**src/rtl/led_anim_gen.sv**
```systemverilog
// ---------------------------------------------------------------------------
// led_anim_gen
//   Parametrised LED animation engine. A runtime-programmable prescaler
//   produces one animation step every `period` clocks (0 acts as 1). Each
//   step either loads a new pattern or advances the current one:
//     WALK   : single lit LED rotating upward
//     BOUNCE : single lit LED sweeping up then back down
//     FILL   : bar graph filling from bit0, then clearing
//     BLINK  : all LEDs toggling together
//   Mode requests are sampled only on a step, so the animation never glitches
//   mid-interval.
//
// Ports
//   clk      : system clock
//   rst      : asynchronous active-low reset
//   en       : 1 = run, 0 = freeze prescaler and pattern
//   mode     : requested animation (0 WALK, 1 BOUNCE, 2 FILL, 3 BLINK)
//   period   : clocks per animation step, 0 treated as 1
//   led_out  : registered LED drive
//   tick     : 1-cycle pulse in the cycle led_out shows a new step
//   wrap     : 1-cycle pulse when an advance returns to the initial pattern
//   cur_mode : mode currently animating
// ---------------------------------------------------------------------------
module led_anim_gen #(
  parameter int N_LED = 8,
  parameter int DIV_W = 16
) (
  input  logic             clk,
  input  logic             rst,
  input  logic             en,
  input  logic [1:0]       mode,
  input  logic [DIV_W-1:0] period,
  output logic [N_LED-1:0] led_out,
  output logic             tick,
  output logic             wrap,
  output logic [1:0]       cur_mode
);

  typedef enum logic [1:0] {
    WALK   = 2'd0,
    BOUNCE = 2'd1,
    FILL   = 2'd2,
    BLINK  = 2'd3
  } mode_e;

  localparam logic [DIV_W-1:0] ONE      = DIV_W'(1);
  localparam logic [N_LED-1:0] BIT0     = N_LED'(1);

  mode_e            cur_state;
  mode_e            req_mode;
  logic [DIV_W-1:0] cnt;
  logic [DIV_W-1:0] p_eff;
  logic [DIV_W-1:0] last_cnt;
  logic             step_due;
  logic             load_pending;
  logic             dir_up;

  logic [N_LED-1:0] next_led;
  logic             next_dir_up;
  logic             next_wrap;

  // Starting pattern of each animation.
  function automatic logic [N_LED-1:0] init_pattern(input mode_e m);
    case (m)
      WALK, BOUNCE: init_pattern = BIT0;
      FILL:         init_pattern = '0;
      default:      init_pattern = '1;
    endcase
  endfunction

  assign req_mode = mode_e'(mode);
  assign cur_mode = cur_state;

  // Zero period behaves as one. The >= compare lets a period that shrinks
  // below the running count fire on the very next edge instead of waiting
  // for the counter to wrap around.
  assign p_eff    = (period == '0) ? ONE : period;
  assign last_cnt = p_eff - ONE;
  assign step_due = (cnt >= last_cnt);

  // Next pattern for an advance step of the mode already animating.
  always_comb begin
    next_led    = led_out;
    next_dir_up = dir_up;
    next_wrap   = 1'b0;
    case (cur_state)
      WALK: begin
        next_led  = {led_out[N_LED-2:0], led_out[N_LED-1]};
        next_wrap = (next_led == BIT0);
      end
      BOUNCE: begin
        // Direction flips upon arriving at an end bit so each end is lit
        // exactly once per pass; only the return to bit0 counts as a wrap.
        if (dir_up) begin
          next_led = led_out << 1;
          if (next_led[N_LED-1]) begin
            next_dir_up = 1'b0;
          end
        end else begin
          next_led = led_out >> 1;
          if (next_led[0]) begin
            next_dir_up = 1'b1;
            next_wrap   = 1'b1;
          end
        end
      end
      FILL: begin
        if (&led_out) begin
          next_led  = '0;
          next_wrap = 1'b1;
        end else begin
          next_led = {led_out[N_LED-2:0], 1'b1};
        end
      end
      default: begin
        next_led  = ~led_out;
        next_wrap = &next_led;
      end
    endcase
  end

  // Prescaler plus animation state. A load (after reset or on a mode change)
  // takes priority over an advance and never reports a wrap.
  always_ff @(posedge clk or negedge rst) begin
    if (!rst) begin
      cnt          <= '0;
      led_out      <= '0;
      tick         <= 1'b0;
      wrap         <= 1'b0;
      cur_state    <= WALK;
      load_pending <= 1'b1;
      dir_up       <= 1'b1;
    end else if (!en) begin
      tick <= 1'b0;
      wrap <= 1'b0;
    end else if (step_due) begin
      cnt  <= '0;
      tick <= 1'b1;
      if (load_pending || (req_mode != cur_state)) begin
        cur_state    <= req_mode;
        led_out      <= init_pattern(req_mode);
        load_pending <= 1'b0;
        dir_up       <= 1'b1;
        wrap         <= 1'b0;
      end else begin
        led_out <= next_led;
        dir_up  <= next_dir_up;
        wrap    <= next_wrap;
      end
    end else begin
      cnt  <= cnt + ONE;
      tick <= 1'b0;
      wrap <= 1'b0;
    end
  end

endmodule

```
**config.mk**
```make
export PLATFORM = sky130hd
export DESIGN_NAME = led_anim_gen
export DESIGN_NICKNAME = d
export VERILOG_FILES = /design/src/rtl/led_anim_gen.sv
export SDC_FILE = /design/constraint.sdc
export NUM_CORES = 1
export LEC_CHECK = 0
export CORE_UTILIZATION = 50
export DETAILED_ROUTE_END_ITERATION = 8
export PLACE_DENSITY_LB_ADDON = 0.25
export RECOVER_POWER = 100
export SLEW_MARGIN = 40
export SYNTH_ARGS = -nofsm -noshare
export SYNTH_HDL_FRONTEND = slang
export SYNTH_SLANG_ARGS = --single-unit
```
**constraint.sdc**
```tcl
create_clock -name clk -period 2 [get_ports clk]
set_input_delay 0.3 -clock clk [delete_from_list [all_inputs] [get_ports clk]]
set_output_delay 0.3 -clock clk [all_outputs]
set_load 0.05 [all_outputs]
```
# Word level (Yosys, flattened, before mapping)
# Cells that the tools add are included.
[word_totals] reg_bits=30 inputBits=21 out_inout_bits=12 elab_cells=48
[classes] add_sub_neg=2 magnitude_cmp=1 eq_ne=6 muxes=20 bitwise=1 n_reduce_logical=11
[op_table] op="16-bit two-way mux" n=2
[op_table] op="8-bit two-way mux" n=3
[op_table] op="8-bit one-hot mux with 3 select lines" n=1
[op_table] op="16-bit by 1-bit adder with 16-bit output (second input constant)" n=1
[op_table] op="16-bit >= comparator" n=1
[op_table] op="16-bit zero test" n=1
[op_table] op="8-bit one-hot mux with 2 select lines" n=1
[op_table] op="8-bit AND reduction" n=2
[op_table] op="16-bit by 1-bit subtractor with 16-bit output (second input constant)" n=1
[op_table] op="1-bit two-way mux" n=12
[op_table] op="8-bit by 1-bit equality test with 1-bit output (second input constant)" n=1
[op_table] op="8-bit inverter" n=1
[op_table] op="3-bit AND reduction" n=2
[op_table] op="2-bit by 1-bit equality test with 1-bit output (second input constant)" n=2
[op_table] op="2-bit equality test (second input constant)" n=2
[op_table] op="2-bit zero test" n=2
[op_table] op="1-bit one-hot mux with 3 select lines" n=1
[op_table] op="2-bit inequality test" n=1
[op_table] op="2-bit AND reduction" n=1
[op_table] op="2-bit nonzero test" n=1
[op_table] op="2-bit OR reduction" n=1
[op_table] op="1-bit logical OR" n=1

# Logic depth before layout (Yosys ltp)
# Gate-level depths: netlist of run 1.
[depth] depth_word=6 ltp_mapped=18 ltp_nobuf=16

# Worst setup path before layout of run 1
# OpenSTA, ideal clock, no wires.
[synth_timing] kind="input to register" from="input period[4]" to="register cur_state[0] (netlist: cur_mode[0])" setup_ns=0.125 t_arrival_ns=3.237 required_time_ns=1.875 slack_ns=-1.362 cell_stages=17 n_path_buf=1 cell_sequence="or4_4 nor3_1 nand2_1 nor2_1 nor2_1 ha_1 nand2_1 nor2_1 nand2_1 xor2_1 ha_1 nand4_2 nor4_2 a221oi_2 a21boi_2 buf_6 mux2_4"
[synth_via] elab_chain_cells=5
[synth_lines] item="start: declaration" line="32" text="input logic [DIV_W-1:0] period,"
[synth_lines] item="16-bit zero test" line="77" text="assign p_eff = (period == '0) ? ONE : period;"
[synth_lines] item="16-bit two-way mux *" line="77"
[synth_lines] item="16-bit by 1-bit subtractor with 16-bit output *" line="78" text="assign last_cnt = p_eff - ONE;"
[synth_lines] item="16-bit >= comparator *" line="79" text="assign step_due = (cnt >= last_cnt);"
[synth_lines] item="3-bit AND reduction (no source line) *"
[synth_lines] item="end signal: assignment" line="140" text="cur_state <= req_mode;"
[synth_lines] item="end: declaration" line="49" text="mode_e cur_state;"
# Mark *: on every way between the ends. The rest lies on a longest branch, timed or not.
# A chain may end at the register's enable or synchronous reset.

# Final worst setup path of run 1
[layout_timing] from="input period[7]" to="register led_out[6]"
[layout_via] elab_chain_cells=5
[layout_lines] item="16-bit zero test" line="77"
[layout_lines] item="16-bit two-way mux *" line="77"
[layout_lines] item="16-bit by 1-bit subtractor with 16-bit output *" line="78"
[layout_lines] item="16-bit >= comparator *" line="79"
[layout_lines] item="2-bit AND reduction (no source line) *"
[layout_lines] item="end signal: assignment" line="141" text="led_out <= init_pattern(req_mode);"
[layout_lines] item="end signal: assignment" line="146" text="led_out <= next_led;"
[layout_lines] item="end: declaration" line="33" text="output logic [N_LED-1:0] led_out,"
# Marked as above.

==> results of run 1 <==
## sequential cells by signal (all words and copies together) (netlist names)
name,flops
cnt,16
tick,1
dir_up,1
wrap,1
load_pending,1
cur_mode,2
led_out,8
## area by class of cell
| cell class | count | area (µm²) |
|---|---|---|
| multi-input combinational | 221 | 1730 |
| fill | 330 | 1140 |
| timing repair buffer | 105 | 871 |
| sequential | 30 | 753 |
| clock buffer | 7 | 86.3 |
| tap | 54 | 67.6 |
| inverter | 11 | 41.3 |
| clock inverter | 1 | 5.00 |
## logic make-up (layout without fill, tap and decap cells)
family | Yosys count | count (layout)
flip-flops | 30 | 30
XOR/XNOR | 26 | 26
AND/OR/NAND/NOR | 104 | 104
multiplexers | 12 | 12
buffers and inverters | 24 | 124
AO/OA/AOI/OAI | 61 | 61
adder cells (fa/ha/maj) | 18 | 18
## per-layer routing
| metal | global-route usage [%] | share of wire, % | routed length (µm) | vias to the layer above |
|---|---|---|---|---|
| li1 | - | - | - | 1193 |
| met4 | 6.97 | 0.75 | 49 | 0 |
| met5 | 0 | 0 | 0 | - |
| met1 | 32.0 | 42 | 2740 | 1188 |
| met3 | 3.38 | 4.2 | 273 | 8 |
| met2 | 48.2 | 53 | 3440 | 81 |
## power breakdown
group	switching (mW)	internal (mW)
registers	0.0426	0.669
clock network	0.217	0.277
logic	0.336	0.341
## cell usage in the layout, fill, tap and decap left out, drive strengths merged, types with 5 or more instances in the layout
master and instances:
a21oi 13, a31oi 6, buf 80, clkbuf 13, clkdlybuf4s50 9, dfrtp 28
dlygate4sd3 5, ha 18, inv 11, mux2 6, mux2i 6, nand2 17
nand3 6, nand4 9, nor2 32, nor2b 10, nor3 7, o21ai 16
o311ai 5, xnor2 8, xor2 18
## metrics by stage
stage / utilization [%] / instance area (µm²) / total power [mW]
final: 75.8 / 3560 / 1.88
after global routing: 75.8 / 3560 / 2.00
after CTS: 73.1 / 3430 / 1.83
after detailed placement: 69.8 / 3280 / 1.31
after global placement: 69.8 / 3280 / 1.28
after floorplan: - / 2460 / 1.01
## worst min-delay path by stage
stage,depth (start not counted),start,slack (ns),end
after global placement,1,load_pending,0.48,load_pending
after global routing,1,load_pending,0.52,load_pending
after detailed placement,1,load_pending,0.49,load_pending
after CTS,2,rst,0.43,cnt[14]
final,1,load_pending,0.51,load_pending
after floorplan,0,rst,0.004,cnt[0]
## timing repair
action	CTS	global route
resized for setup	56	36
buffers inserted	6	5
endpoints found under the hold margin	0	0
setup endpoints to repair	30	30
pin swaps	19	28
gates cloned	0	1
==> reports/metrics.csv, run 1 <==
stage,metric,value,unit
worst_setup_path,largest fanout on the critical path,8,
final_layout,Ant. Diodes,0,
logic_synthesis,cell with the most instances after synthesis,nor2_1,
global_route,global-route wire length before repair,10.7,mm
worst_setup_path,Crit path arrival time,3.37,ns
logic_synthesis,Unique masters post-synth,56,
timing,Tightest Pin Transition,0.755,ns
worst_setup_path,FF-to-FF setup slack,-0.10,ns
die,die height,71.8,µm
clock_tree,CTS root buf,clkbuf_8,
logic_synthesis,number of synthesized flops with an enable pin,0,
worst_setup_path,Worst EP required,2.16,ns
die,core footprint,4690,µm²
logic_synthesis,Simple-Gate Fraction of Synth Area,22.8,%
worst_setup_path,Worst Setup End Kind,register,
global_route,pin count of the biggest net entering global routing,31,
worst_setup_path,CP endpoint,led_out[6],
outcome,status,"complete, but fails checks",
die,# rows,25,
timing,final hold vios,0,
logic_synthesis,synth top area cells,"dfrtp_1 29%, ha_1 9.3%, xor2_1 6.5%",
logic_synthesis,Mean Syn Cell Area,8.85,µm²
timing,Hold Slack,0.511,ns
clock_tree,Longest Clk Path Bufs,2,
worst_setup_path,family with the most delay on the worst path,simple AND/OR/NAND/NOR gates,
worst_setup_path,worst path buffer plus inverter count,2,
logic_synthesis,XOR/XNOR Fraction of Synth Area,9.36,%
clock_tree,TritonCTS Buffers,5,
global_route,GRT Resource Usage Total,26.2,%
detailed_routing,DRC viols,0,
timing,RSZ-0062 raised after global routing,true,
timing,Setup-failing EPs final,30,
detailed_routing,DR WL/cell,15.1,µm
worst_setup_path,Crit Path Class,in2reg,
placement,Post-Place Cells,411,
timing,setup ws final,-1.21,ns
logic_synthesis,largest area contributor in the netlist,dfrtp_1,
timing,relative slew slack,49.6,%
detailed_routing,WL final,6.50,mm
placement,final weighted congestion in routability-driven placement,0.925,
logic_synthesis,"flops & latches, synth",30,
logic_synthesis,share of synthesized flip-flops with an asynchronous set or reset,100,%
timing,Max Transition Viols Final,0,
timing,minimum clock period,3.21,ns
worst_setup_path,reg2reg start,cnt[3],
final_layout,Post-Layout Cell Count,429,
global_route,gr ovfl total,0,
clock_tree,clk sinks,30,
worst_setup_path,"critical path, cell by cell","buf_6, or4_4, nor3_4, nand2_1, nor2_1, nor2_1, ha_2, nand2_4, nor2_4, nand2_1, xor2_1, ha_1, nand4_1, nor4_4, a221oi_2, a21boi_2, buf_12, mux2_4",
logic_synthesis,warnings from Yosys,0,
timing,setup TNS,-33.57,ns
clock_tree,hold_buf cts,0,
clock_tree,"Clk Latency, worst-skew pair",0.28,ns
logic_synthesis,"top cells by count, synth","32 x nor2_1, 28 x dfrtp_1, 18 x ha_1, 18 x xor2_1, 17 x nand2_1",
logic_synthesis,Mapped Cells,275,
die,die footprint,5150,µm²
detailed_routing,vias after detailed routing,2470,
logic_synthesis,Synth Flop Type,dfrtp_1,
timing,f_max,311,MHz
logic_synthesis,Yosys top cell area share,28.8,%
worst_setup_path,Levels on crit path,18,
logic_synthesis,Post-Syn Area,2430,µm²
logic_synthesis,sequential area share after synthesis,31.0,%
die,die span in x,71.8,µm
worst_setup_path,slowest CP cell,or4_4,
timing,period utilization,161,%
detailed_routing,Final ANT Viol Nets,0,
clock_tree,clk slew on worst S/H paths,0.06,ns
clock_tree,htree depth,2,
clock_tree,CTS tree,done,
worst_setup_path,critical path startpoint category,primary input,
worst_setup_path,crit path from,period[7],
timing,Clock Skew,0.00451,ns
placement,DP HPWL,4.58,mm
job,Max-cap violations,0,
placement,pre-CTS setup slack,-1.83,ns
logic_synthesis,adder-cell share of the synthesized area,9.25,%
detailed_routing,drt first pass iters,5,
logic_synthesis,net count after synthesis,314,
logic_synthesis,mux contribution to synthesized area,5.86,%
hold_path,Hold WC Path Type,reg2reg,
logic_synthesis,Synth Area in Compound Gates,17.0,%
final_layout,fin nets,413,
power,Pleak,1.59,nW
power,Peak supply drop,0.414,mV
final_layout,"Area growth, synth to finish",46.1,%
placement,port bufs,32,
die,Initial Util,51.9,%
worst_setup_path,CP peak stage delay,0.55,ns
power,pwr dens,530,nW/µm²
detailed_routing,Via-to-Cell Ratio,5.76,
logic_synthesis,main combinational cell family by area after synthesis,simple AND/OR/NAND/NOR gates,
die,Boundary Pins,33,
outcome,violated checks,setup timing,
global_route,initial antenna violation count,0,
worst_setup_path,worst flop-to-flop path endpoint,led_out[6],
detailed_routing,Iter 0 DRT Violations,82,
global_route,vias in the first global route,2393,
worst_setup_path,worst r2r path cells,7,
final_layout,layout cells sized above 1,36.0,%
(Power assumes the default switching activity.)
==> inputs of run 2 (changes only) <==
- DONT_BUFFER_PORTS: unset -> 1
==> run 2 against run 1 <==
Effect of this change:
- the flow still finishes with violations (setup timing)
- final area shrank 11%
- critical endpoint is now cur_mode[0]
- setup slack improved by 0.098 ns
- utilization is 8.1 points lower
- via count shrank 8.0%
- global-route usage down 1.4 points
- sequential share of layout area grew 2.5 points
- critical path depth unchanged
- clock power grew 22%
- sequential power barely moved
==> reports/metrics.csv, run 2 (synthesized netlist as in run 1, its figures left out) <==
stage,metric,value,unit,change
outcome,status,"complete, but fails checks",,unchanged
outcome,violated checks,setup timing,,unchanged
final_layout,Final Cell Area,3170,µm²,was 3560 µm²
worst_setup_path,critical path startpoint category,primary input,,unchanged
placement,final weighted congestion in routability-driven placement,0.902,,was 0.925
power,Peak supply drop,0.621,mV,was 0.414 mV
timing,final hold vios,0,,unchanged
clock_tree,clk slew on worst S/H paths,0.07,ns,was 0.06 ns
detailed_routing,WL final,5.96,mm,was 6.50 mm
timing,minimum clock period,3.11,ns,was 3.21 ns
worst_setup_path,Worst EP required,2.16,ns,about the same
placement,port bufs,0,,was 32
clock_tree,CTS root buf,clkbuf_8,,unchanged
global_route,pin count of the biggest net entering global routing,31,,unchanged
global_route,global-route wire length before repair,9.87,mm,was 10.7 mm
final_layout,Fillers,369,,was 330
power,pwr dens,588,nW/µm²,was 530 nW/µm²
final_layout,most frequent cells in the layout,"45 x buf_4, 28 x dfrtp_1, 25 x nor2_1",,"was 67 x buf_4, 28 x dfrtp_1, 19 x nor2_1"
detailed_routing,drt first pass iters,6,,was 5
detailed_routing,DRC viols,0,,unchanged
placement,Post-Place Cells,365,,was 411
placement,Placed Area,2850,µm²,was 3280 µm²
worst_setup_path,Crit Path Class,in2reg,,unchanged
worst_setup_path,Worst Setup End Kind,register,,unchanged
final_layout,"commonest non-fill, non-tap cell in the layout",buf_4,,unchanged
timing,setup TNS,-30.10,ns,was -33.57 ns
die,Boundary Pins,33,,unchanged
final_layout,"Area growth, synth to finish",30.4,%,was 46.1%
clock_tree,clk sinks,30,,unchanged
job,Max-cap violations,0,,unchanged
global_route,gr ovfl total,0,,unchanged
timing,f_max,321,MHz,was 311 MHz
detailed_routing,Via-to-Cell Ratio,5.81,,was 5.76
die,Initial Util,51.9,%,unchanged
die,core footprint,4690,µm²,unchanged
worst_setup_path,largest fanout on the critical path,5,,was 8
clock_tree,"Clk Latency, worst-skew pair",0.28,ns,about the same
die,# rows,25,,unchanged
timing,Clock Skew,0.00458,ns,was 0.00451 ns
timing,Tightest Pin Transition,0.902,ns,was 0.755 ns
die,die footprint,5150,µm²,unchanged
timing,relative slew slack,39.8,%,was 49.6%
worst_setup_path,Crit path arrival time,3.28,ns,was 3.37 ns
timing,RSZ-0062 raised after global routing,true,,unchanged
clock_tree,CTS tree,done,,unchanged
global_route,vias in the first global route,2189,,was 2393
clock_tree,htree depth,2,,unchanged
global_route,initial antenna violation count,0,,unchanged
clock_tree,Longest Clk Path Bufs,2,,unchanged
final_layout,largest register by flop count,cnt,,unchanged
die,die height,71.8,µm,unchanged
timing,period utilization,156,%,was 161%
power,Pleak,1.38,nW,was 1.59 nW
placement,DP HPWL,4.24,mm,was 4.58 mm
final_layout,Post-Layout Cell Count,391,,was 429
timing,setup ws final,-1.11,ns,was -1.21 ns
final_layout,flip-flop count of the largest register after layout,16,,unchanged
final_layout,Ant. Diodes,0,,unchanged
detailed_routing,DR WL/cell,15.2,µm,was 15.1 µm
timing,Setup-failing EPs final,30,,unchanged
die,die span in x,71.8,µm,unchanged
detailed_routing,vias after detailed routing,2273,,was 2470
detailed_routing,Iter 0 DRT Violations,136,,was 82
detailed_routing,Final ANT Viol Nets,0,,unchanged
hold_path,Hold WC Path Type,in2reg,,was reg2reg
final_layout,fin nets,375,,was 413
timing,Max Transition Viols Final,0,,unchanged
clock_tree,TritonCTS Buffers,5,,unchanged
power,power consumption,1.87,mW,was 1.88 mW
final_layout,layout cells sized above 1,29.7,%,was 36.0%
global_route,GRT Resource Usage Total,24.8,%,was 26.2%
==> run 2: cell types whose count changed in the layout (fill, tap and decap cells not counted), sizes merged, moves of 4 or more <==
cell / before / now
buf: 80 / 54
dlygate4sd2: 4 / 0
dlygate4sd3: 5 / 1
clkbuf: 13 / 17
clkdlybuf4s50: 9 / 0
==> run 2: path summary, 6_finish.rpt <==
check | startpoint | to | slack, ns | cells after the start
worst max-delay path | period[4] | cur_mode[0] | -1.11 | 18
worst min-delay path | en | cnt[2] | 0.09 | 1
worst max register to register | cnt[13] | dir_up | -0.16 | 10
worst min register to register | load_pending | load_pending | 0.49 | 1
max in group asynchronous | rst | led_out[3] | 0.86 | 2
min in group asynchronous | rst | cnt[14] | 0.64 | 2
==> run 2: area by class of cell <==
class | count | area, µm² | share of cell area (%)
multi-input combinational | 221 | 1670 | 52.5
inverter | 11 | 41.3 | 1.30
clock inverter | 3 | 40.0 | 1.26
timing repair buffer | 67 | 538 | 16.9
tap | 54 | 67.6 | 2.13
sequential | 30 | 753 | 23.7
clock buffer | 5 | 68.8 | 2.17
==> run 2: per-layer routing <==
metal | GRT usage [%] | share of wire, %
met5 | 0 | 0
met4 | 7.19 | 0.50
met3 | 5.63 | 4.1
met2 | 44.1 | 52
met1 | 29.8 | 43
==> run 2: stage by stage <==
stage          hold WS [ns]  utilization (%)  setup WS [ns]
2_1_floorplan       0.00441                -          -1.24
3_3_place_gp        0.00496             60.7          -1.29
3_5_place_dp        0.00491             60.7          -1.41
4_1_cts              0.0828             67.2          -1.08
5_1_grt              0.0704             67.7          -1.26
6_report             0.0919             67.7          -1.11
==> run 2: timing repair <==
item,4_1_cts,5_1_grt
hold buffers,2,0
endpoints found under the setup margin,30,30
gates resized for setup,16,13
pin swaps,14,5
buffers inserted,10,4
endpoints found under the hold margin,30,0
gates cloned,2,0
==> run 2: report_power, final <==
part,total (mW),switching (mW),internal [mW]
Sequential,0.710,0.0410,0.669
Combinational,0.556,0.276,0.281
Clock,0.602,0.236,0.366
==> run 2: worst max-delay path, stage by stage <==
cell and delay [ns]:
or4_4 0.52, nor3_2 0.16, nand2_1 0.10, nor2_1 0.11, nor2_1 0.07, ha_2 0.19
nand2_4 0.08, nor2_4 0.04, nand2_1 0.07, xor2_1 0.08, ha_1 0.31, nand4_1 0.11
nor4_2 0.31, a221oi_2 0.12, a21boi_2 0.16, buf_6 0.13, buf_12 0.12, mux2_4 0.29
==> inputs of run 3 (changes only) <==
- HOLD_SLACK_MARGIN: unset -> 0.03
==> results of run 3 <==
The final DEF is identical to that of run 2; final timing and power are the same.
